`config.mk`:
```
export PLATFORM = sky130hd
export DESIGN_NAME = wb_slave_mem_flat
export DESIGN_NICKNAME = d
export VERILOG_FILES = /design/src/rtl/wb_slave_mem_if.sv /design/src/rtl/wb_slave_mem.sv /design/src/flat_wrapper.sv
export SDC_FILE = /design/constraint.sdc
export NUM_CORES = 1
export LEC_CHECK = 0
export ABC_AREA = 1
export CORE_ASPECT_RATIO = 0.8
export CORE_MARGIN = 4
export CORE_UTILIZATION = 40
export CTS_CLUSTER_DIAMETER = 100
export DETAILED_ROUTE_END_ITERATION = 16
export REMOVE_ABC_BUFFERS = 1
export SYNTH_ARGS = -nofsm -noshare
export SYNTH_HDL_FRONTEND = slang
export SYNTH_SLANG_ARGS = --single-unit
```
`constraint.sdc`:
```
create_clock -name clk_i -period 3.3 [get_ports clk_i]
set_input_delay 0.33 -clock clk_i [delete_from_list [all_inputs] [get_ports clk_i]]
set_output_delay 0.33 -clock clk_i [all_outputs]
set_load 0.05 [all_outputs]
```
`src/rtl/wb_slave_mem_if.sv`:
```
`default_nettype none
// ============================================================================
// wb_slave_mem_if
// Wishbone classic bus bundle between a master and the wb_slave_mem slave.
// busy_i exists only when WB_SLAVE_MEM_RTY_EN is defined.
// Rev 1.0 - initial release
// ============================================================================
interface wb_slave_mem_if #(
  parameter int ADR_MSB  = 31,
  parameter int DATA_MSB = 31,
  parameter int SEL_MSB  = 3,
  parameter int TAG_MSB  = 3
);
  logic [ADR_MSB:0]  adr_i;
  logic [DATA_MSB:0] dat_i;
  logic [SEL_MSB:0]  sel_i;
  logic              we_i;
  logic              stb_i;
  logic              cyc_i;
  logic [TAG_MSB:0]  tgd_i;
  logic [DATA_MSB:0] dat_o;
  logic [TAG_MSB:0]  tgd_o;
  logic              ack_o;
  logic              err_o;
  logic              rty_o;
`ifdef WB_SLAVE_MEM_RTY_EN
  logic              busy_i;
`endif

  modport master (
`ifdef WB_SLAVE_MEM_RTY_EN
    output busy_i,
`endif
    output adr_i, dat_i, sel_i, we_i, stb_i, cyc_i, tgd_i,
    input  dat_o, tgd_o, ack_o, err_o, rty_o
  );

  modport slave (
`ifdef WB_SLAVE_MEM_RTY_EN
    input  busy_i,
`endif
    input  adr_i, dat_i, sel_i, we_i, stb_i, cyc_i, tgd_i,
    output dat_o, tgd_o, ack_o, err_o, rty_o
  );
endinterface
`default_nettype wire

```
`src/rtl/wb_slave_mem.sv`:
```
`default_nettype none
// ============================================================================
// wb_slave_mem
// Wishbone slave memory window with programmable wait states, byte-lane
// writes, per-word data tags, and err termination on miss/misalignment.
// Optional macro WB_SLAVE_MEM_RTY_EN adds busy_i and rty_o retry termination.
// Rev 1.0 - initial release
// ============================================================================
module wb_slave_mem #(
  parameter int          ADR_MSB     = 31,
  parameter int          DATA_MSB    = 31,
  parameter int          SEL_MSB     = 3,
  parameter int          TAG_MSB     = 3,
  parameter int          DEPTH_LOG2  = 4,
  parameter int unsigned BASE_ADR    = 0,
  parameter int          WAIT_STATES = 2
) (
  input  logic              clk_i,
  input  logic              rst_i,
  wb_slave_mem_if.slave     bus
);

  localparam int               DEPTH = 2 ** DEPTH_LOG2;
  localparam logic [ADR_MSB:0] BASE  = (ADR_MSB + 1)'(BASE_ADR);
  localparam logic [3:0]       WS    = 4'(WAIT_STATES);

  typedef enum logic [1:0] {IDLE, WAIT, TERM, DONE} state_t;

  state_t            state, state_nxt;
  logic [3:0]        cnt, cnt_nxt;
  logic              capture, enter_term;

  logic [ADR_MSB:0]  adr_q;
  logic [DATA_MSB:0] dat_q;
  logic [SEL_MSB:0]  sel_q;
  logic              we_q;
  logic [TAG_MSB:0]  tgd_q;

  logic [ADR_MSB:0]  req_adr, offset;
  logic [DATA_MSB:0] req_dat;
  logic [SEL_MSB:0]  req_sel;
  logic              req_we;
  logic [TAG_MSB:0]  req_tgd;
  logic              hit, busy;
  logic [DEPTH_LOG2-1:0] idx;

  logic [DATA_MSB:0] mem [DEPTH];
  logic [TAG_MSB:0]  tag [DEPTH];

  logic              ack, err, rty;
  logic [DATA_MSB:0] rd_dat;
  logic [TAG_MSB:0]  rd_tgd;

`ifdef WB_SLAVE_MEM_RTY_EN
  assign busy = bus.busy_i;
`else
  assign busy = 1'b0;
`endif

  // With zero wait states the request terminates on its sampling edge, so the
  // live bus is decoded in IDLE; afterwards only the latched copy is trusted.
  always_comb begin
    req_adr = adr_q;
    req_dat = dat_q;
    req_sel = sel_q;
    req_we  = we_q;
    req_tgd = tgd_q;
    if (state == IDLE) begin
      req_adr = bus.adr_i;
      req_dat = bus.dat_i;
      req_sel = bus.sel_i;
      req_we  = bus.we_i;
      req_tgd = bus.tgd_i;
    end
  end

  // Address decode: subtraction wraps below-base addresses to large values.
  assign offset = req_adr - BASE;
  assign hit    = ((offset >> (DEPTH_LOG2 + 2)) == '0) && (req_adr[1:0] == 2'b00);
  assign idx    = req_adr[DEPTH_LOG2+1:2];

  // State and wait counter register.
  always_ff @(posedge clk_i or negedge rst_i) begin
    if (!rst_i) begin
      state <= IDLE;
      cnt   <= 4'd0;
    end else begin
      state <= state_nxt;
      cnt   <= cnt_nxt;
    end
  end

  // Next-state logic; enter_term marks the edge that commits a termination.
  always_comb begin
    state_nxt  = state;
    cnt_nxt    = cnt;
    capture    = 1'b0;
    enter_term = 1'b0;
    case (state)
      IDLE: begin
        if (bus.cyc_i && bus.stb_i) begin
          capture = 1'b1;
          cnt_nxt = WS;
          if (WS != 4'd0) begin
            state_nxt = WAIT;
          end else begin
            state_nxt  = TERM;
            enter_term = 1'b1;
          end
        end
      end
      WAIT: begin
        if (!bus.cyc_i) begin
          state_nxt = IDLE;
          cnt_nxt   = 4'd0;
        end else if (cnt <= 4'd1) begin
          state_nxt  = TERM;
          enter_term = 1'b1;
          cnt_nxt    = 4'd0;
        end else begin
          cnt_nxt = cnt - 4'd1;
        end
      end
      TERM: state_nxt = DONE;
      DONE: begin
        if (!(bus.cyc_i && bus.stb_i)) state_nxt = IDLE;
      end
      default: state_nxt = IDLE;
    endcase
  end

  // Request latch, so master changes during WAIT have no effect.
  always_ff @(posedge clk_i or negedge rst_i) begin
    if (!rst_i) begin
      adr_q <= '0;
      dat_q <= '0;
      sel_q <= '0;
      we_q  <= 1'b0;
      tgd_q <= '0;
    end else if (capture) begin
      adr_q <= bus.adr_i;
      dat_q <= bus.dat_i;
      sel_q <= bus.sel_i;
      we_q  <= bus.we_i;
      tgd_q <= bus.tgd_i;
    end
  end

  // Storage write on the TERM-entry edge; never during reset, never on retry.
  always_ff @(posedge clk_i) begin
    if (rst_i && enter_term && hit && !busy && req_we) begin
      for (int i = 0; i <= SEL_MSB; i++) begin
        if (req_sel[i]) mem[idx][i*8 +: 8] <= req_dat[i*8 +: 8];
      end
      if (|req_sel) tag[idx] <= req_tgd;
    end
  end

  // Termination and read-data registers: valid only for the single TERM cycle.
  always_ff @(posedge clk_i or negedge rst_i) begin
    if (!rst_i) begin
      ack    <= 1'b0;
      err    <= 1'b0;
      rty    <= 1'b0;
      rd_dat <= '0;
      rd_tgd <= '0;
    end else if (enter_term) begin
      ack    <= hit && !busy;
      err    <= !hit;
      rty    <= hit && busy;
      rd_dat <= (hit && !busy && !req_we) ? mem[idx] : '0;
      rd_tgd <= (hit && !busy && !req_we) ? tag[idx] : '0;
    end else begin
      ack    <= 1'b0;
      err    <= 1'b0;
      rty    <= 1'b0;
      rd_dat <= '0;
      rd_tgd <= '0;
    end
  end

  assign bus.ack_o = ack;
  assign bus.err_o = err;
  assign bus.rty_o = rty;
  assign bus.dat_o = rd_dat;
  assign bus.tgd_o = rd_tgd;

endmodule
`default_nettype wire

```
`src/flat_wrapper.sv`:
```
// flat-port wrapper written by rule: the top's interface ports become plain ports
module wb_slave_mem_flat 
#(
  parameter int          ADR_MSB     = 31,
  parameter int          DATA_MSB    = 31,
  parameter int          SEL_MSB     = 3,
  parameter int          TAG_MSB     = 3,
  parameter int          DEPTH_LOG2  = 4,
  parameter int unsigned BASE_ADR    = 0,
  parameter int          WAIT_STATES = 2
)
  (clk_i, rst_i, bus_adr_i, bus_dat_i, bus_sel_i, bus_we_i, bus_stb_i, bus_cyc_i, bus_tgd_i, bus_dat_o, bus_tgd_o, bus_ack_o, bus_err_o, bus_rty_o);
  wb_slave_mem_if #(.ADR_MSB(ADR_MSB), .DATA_MSB(DATA_MSB), .SEL_MSB(SEL_MSB), .TAG_MSB(TAG_MSB)) bus_i ();
  input  logic clk_i;
  input  logic rst_i;
  input wire logic [$bits(bus_i.adr_i)-1:0] bus_adr_i;
  input wire logic [$bits(bus_i.dat_i)-1:0] bus_dat_i;
  input wire logic [$bits(bus_i.sel_i)-1:0] bus_sel_i;
  input wire logic [$bits(bus_i.we_i)-1:0] bus_we_i;
  input wire logic [$bits(bus_i.stb_i)-1:0] bus_stb_i;
  input wire logic [$bits(bus_i.cyc_i)-1:0] bus_cyc_i;
  input wire logic [$bits(bus_i.tgd_i)-1:0] bus_tgd_i;
  output wire logic [$bits(bus_i.dat_o)-1:0] bus_dat_o;
  output wire logic [$bits(bus_i.tgd_o)-1:0] bus_tgd_o;
  output wire logic [$bits(bus_i.ack_o)-1:0] bus_ack_o;
  output wire logic [$bits(bus_i.err_o)-1:0] bus_err_o;
  output wire logic [$bits(bus_i.rty_o)-1:0] bus_rty_o;
  assign bus_i.adr_i = bus_adr_i;
  assign bus_i.dat_i = bus_dat_i;
  assign bus_i.sel_i = bus_sel_i;
  assign bus_i.we_i = bus_we_i;
  assign bus_i.stb_i = bus_stb_i;
  assign bus_i.cyc_i = bus_cyc_i;
  assign bus_i.tgd_i = bus_tgd_i;
  assign bus_dat_o = bus_i.dat_o;
  assign bus_tgd_o = bus_i.tgd_o;
  assign bus_ack_o = bus_i.ack_o;
  assign bus_err_o = bus_i.err_o;
  assign bus_rty_o = bus_i.rty_o;
  wb_slave_mem #(.ADR_MSB(ADR_MSB), .DATA_MSB(DATA_MSB), .SEL_MSB(SEL_MSB), .TAG_MSB(TAG_MSB), .DEPTH_LOG2(DEPTH_LOG2), .BASE_ADR(BASE_ADR), .WAIT_STATES(WAIT_STATES)) u_core (.clk_i(clk_i), .rst_i(rst_i), .bus(bus_i));
endmodule
```
# --- After elaboration in Yosys (flattened, before gate mapping) ---
# Memories as Yosys holds them, arrays and structs flattened.
# Cells that the tools add are included.
# W data, S select, Z words.
word_totals:
  out_inout_bits: 39
  ramBits: 576
  register_bits: 117
  n_memories: 2
  word_cells: 76
classes:
  mux: 40
  reduce_logical: 15
  order_cmp: 1
  addsub: 1
  eq_ne: 6
memory_table:
  columns: ["name", "words", "width", "read_ports", "rd_clocked_by_memory_dff", "wr", "line_no", "text"]
  rows:
  - ["u_core.mem", 16, 32, 1, 0, 1, "wb_slave_mem.sv:47", "logic [DATA_MSB:0] mem [DEPTH];"]
  - ["u_core.tag", 16, 4, 1, 0, 1, "wb_slave_mem.sv:48", "logic [TAG_MSB:0] tag [DEPTH];"]
op_table:
  columns: ["operator", "count"]
  rows:
  - ["$mux W32", 4]
  - ["$logic_not A32 Y1", 1]
  - ["$mux W4", 7]
  - ["$mux W1", 23]
  - ["$mux W2", 4]
  - ["$pmux W2 S4", 1]
  - ["$pmux W4 S2", 1]
  - ["$logic_and A1 B1 Y1", 6]
  - ["$eq A2 B2 Y1 const B", 2]
  - ["$le A4 B1 Y1 const B", 1]
  - ["$logic_not A2 Y1", 2]
  - ["$ne A2 B2 Y1 const B", 2]
  - ["$reduce_or A4 Y1", 1]
  - ["$sub A4 B1 Y4 const B", 1]
  - ["$ne A3 B2 Y1 const B", 1]
  - ["$reduce_and A3 Y1", 1]
  - ["$eq A2 B1 Y1 const B", 1]
  - ["$logic_not A1 Y1", 2]
  - ["$reduce_and A2 Y1", 1]
  - ["$reduce_bool A2 Y1", 1]

# --- Logic depth before layout (Yosys ltp) ---
logic_depth:
  word_depth: 9
  depth_mapped: 15
  depth_no_buf: 13

# --- Worst setup path before layout ---
# Ideal clock, no wire load.
synth_timing:
  kind: "flip-flop to flip-flop"
  start: "register with a tool-made name"
  end: "memory u_core.mem[13][0] (netlist bit) (enable)"
  slack_ps: 1021
  period_less_slack_ps: 2279
  arrival_time_ps: 1909
  setup_ps: 370
  path_stages_with_launch: 12
  path_buffers: 2
  path_cell_list: "dfrtp_1 > inv_2 > nand2_1 > buf_4 > nor2_1 > nand2_1 > nand2_1 > nand2_2 > nor2_8 > nand4_4 > buf_6 > nor2_1"
synth_lines:
  columns: ["element", "line_no"]
  rows:
  - ["end: declaration", "wb_slave_mem.sv:47"]

==> results.py <==
metrics = {
    "run_status": {
        "outcome": "complete, no violations",
    },
    "grt": {
        "antenna_found_initial": 1,
        "grt_first_pass_wirelength_mm": 129,
        "grt_max_degree": 143,
        "grt_pass1_vias": 21800,
        "grt.overflow.total": 0,
        "track_usage": 0.196,
    },
    "power": {
        "p_leak_nw": 18.0,
        "ir_worst_vdd_uv": 1120,
        "powerDensity_nw_per_um2": 864,
        "finalPower_mw": 32.3,
    },
    "logic_synthesis": {
        "synth_top_area_share": 0.536,
        "synth_seq_cells": 693,
        "yosysMostFrequentCell": "nand2_1",
        "yosysWarnings": 0,
        "synth.area.mux_share": 0,
        "synthXorXnorAreaFrac": 0,
        "avgSynthCellArea_um2": 8.92,
        "post_synth_and_or_nand_nor_area_fraction": 0.244,
        "netlist_instances": 3619,
        "synth_area_leaders": "edfxtp_1, nand2_1, dfrtp_1",
        "synth_cell_types": 30,
        "synth_commonest_cells": "nand2_1, inv_1, edfxtp_1",
        "yosysTopAreaCell": "edfxtp_1",
        "synth_edf_count": 576,
        "synth_compound_area_frac": 0.0181,
        "netlist_area_um2": 32300,
        "synthArstFlopShare": 0.169,
        "synthAdderAreaFrac": 0.000775,
        "ys.flop_type": "edfxtp_1",
        "ys_seq_area_frac": 0.626,
        "synth_top_family_by_area": "simple AND/OR/NAND/NOR gates",
    },
    "clock_tree": {
        "cts_tree": "done",
        "clockRootBuffer": "clkbuf_16",
        "clock_path_buffers": 3,
        "post-cts-setup-buffer-count": 0,
        "ctsHtreeMaxLevel": 3,
        "cts.clk_slew.worst_paths_ns": 0.07,
        "insertion_delay_ns": 0.62,
        "numCtsBuffers": 72,
        "clock_sinks": 693,
    },
    "timing": {
        "timing.final.max_slew_violations": 0,
        "whs_ns": 0.166,
        "fin_skew_ns": 0.0183,
        "layout_setup_ws_ns": 0.181,
        "finalCritPeriodShare": 0.945,
        "setup_viol": 0,
        "fmax_ghz": 0.321,
        "fin_crit_ns": 3.12,
        "maxSlewHeadroom": 0.276,
        "worst_slew_pin_slew_ns": 1.09,
        "final_hold_viol_count": 0,
        "finalSetupTns_ns": 0,
        "rsz0062_at_grt": "no",
    },
    "routing": {
        "drtAntennaViolNets": 0,
        "vias": 23100,
        "wl_met1_mm": 38.6,
        "wl_met3_mm": 6.49,
        "via_per_inst": 4.76,
        "wl_per_cell_um": 17.3,
        "route.detailed.drc": 0,
        "top_layer_used": "met5",
        "totalWireLength_mm": 84.0,
        "drt_first_pass_iters": 5,
        "drt_iter0_drc": 1936,
        "wl_met2_mm": 37.0,
    },
    "floorplanning": {
        "floorplan.initialDensity": 0.407,
        "design.core.area_um2": 79400,
        "ios": 116,
        "die_w_um": 326,
        "placementRows": 92,
        "dieArea_um2": 85400,
        "chipHeight_um": 262,
    },
    "setup_path": {
        "critPathKind": "reg2reg",
        "required_ns": 3.63,
        "cp-start-kind": "register",
        "crit_path_max_fanout": 17,
        "cp.arrival_ns": 3.45,
        "cp-end-kind": "register",
    },
    "placed_design": {
        "dp_slack_ns": 0.261,
        "gp_congestion": 0.795,
        "io_buffer_count": 114,
        "dpl-instance-area_um2": 35100,
        "dp_hpwl_mm": 50.9,
        "dpl.cell_count": 4709,
    },
    "final_layout": {
        "instances_no_fill": 4843,
        "syn2layout_area_growth_pct": 15.6,
        "fin_area_um2": 37300,
        "nets": 3829,
        "post-route-util": 0.470,
        "diodes": 0,
        "drive_gt1_frac": 0.0761,
    },
    "worst_hold_path": {
        "hold_path_class": "in2async",
    },
    "job": {
        "drv_cap": 0,
    },
}
worst max-delay path, cell delays in order (launching register included):
cell and delay [ns]:
dfrtp_1 0.46, nor2_4 0.47, nand2_1 0.09, o21ai_1 0.34
inv_1 0.22, nor2_4 0.35, nand2_1 0.36, nor2_1 0.31
buf_4 0.22
sequential cells by signal (all words and copies together), names as in the netlist, named ones only:
name,count
u_core.state,1
u_core.sel_q,4
u_core.cnt,4
u_core.bus.tgd_o,4
u_core.dat_q,32
u_core.bus.err_o,1
u_core.tgd_q,4
u_core.mem,512
u_core.adr_q,32
u_core.bus.ack_o,1
u_core.tag,64
u_core.we_q,1
u_core.bus.dat_o,32
power breakdown:
group	internal (mW)	switching, mW	total, mW
Combinational	3.32	9.52	12.8
Clock	4.56	3.42	7.98
Sequential	11.2	0.241	11.4
Total	19.1	13.2	32.3
per-layer routing:
layer | up-vias | track usage
met5 | - | 0
met4 | 2 | 0.0499
met3 | 127 | 0.0448
met2 | 711 | 0.306
met1 | 10800 | 0.280
li1 | 11400 | -
cells in the final DEF (no fill, tap or decap), types with 2 or more instances in the layout:
cell type	netlist	layout
edfxtp_1	576	576
a21oi_1	4	4
clkinv_2	0	11
buf_4	3	117
clkinv_1	31	43
o21ai_1	5	18
nor2_2	15	15
dfrtp_1	117	117
clkdlybuf4s50_1	0	113
nor2_8	2	2
nand4_4	5	5
inv_1	670	670
nand2_4	1	7
nor3_1	2	2
bufinv_16	0	6
o21ai_0	103	75
inv_2	6	5
inv_6	0	5
clkinvlp_4	0	2
nor2_4	2	6
nand2_2	4	4
o21ai_2	1	15
clkbuf_1	64	22
clkbuf_16	0	72
buf_12	0	11
nand2_1	1346	1340
nor2_1	142	138
nand3_1	394	394
ha_1	2	2
cell type report:
cell class	count	area, um2
Sequential cell	693	20200
Timing Repair Buffer	243	2250
Tap cell	1034	1290
Clock buffer	95	1900
Multi-Input combinational cell	2033	8640
Clock inverter	38	375
Inverter	707	2660
Fill cell	7636	42100
cell families (layout without fill, tap and decap cells):
family	after synthesis	count (layout)
AO/OA/AOI/OAI	115	115
adder cells (fa/ha/maj)	2	2
buffers and inverters	893	1083
flip-flops	693	693
other	1	1
AND/OR/NAND/NOR	1915	1915
repair_timing:
| action | 4_1_cts | 5_1_grt |
|---|---|---|
| hold endpoints to repair | 27 | 0 |
| gates resized for setup | 0 | 0 |
| hold buffers | 1 | 0 |
| endpoints found under the setup margin | 0 | 0 |
final timing paths:
| kind | startpoint | to | slack [ns] | depth (start not counted) |
|---|---|---|---|---|
| worst max-delay path | register | u_core.mem[2][14]$_DFFE_PP_ | 0.18 | 8 |
| worst min-delay path | rst_i | u_core.dat_q[19]$_DFFE_PN0P_ | 0.17 | 2 |
| worst max register to register | register | u_core.mem[2][14]$_DFFE_PP_ | 0.18 | 8 |
| worst min register to register | u_core.adr_q[22]$_DFFE_PN0P_ | u_core.adr_q[22]$_DFFE_PN0P_ | 0.48 | 2 |
| max in group asynchronous | rst_i | u_core.dat_q[12]$_DFFE_PN0P_ | 1.39 | 4 |
| min in group clk_i | bus_adr_i[13] | u_core.adr_q[13]$_DFFE_PN0P_ | 0.28 | 3 |
No activity file was read; power rests on OpenSTA's default activity.
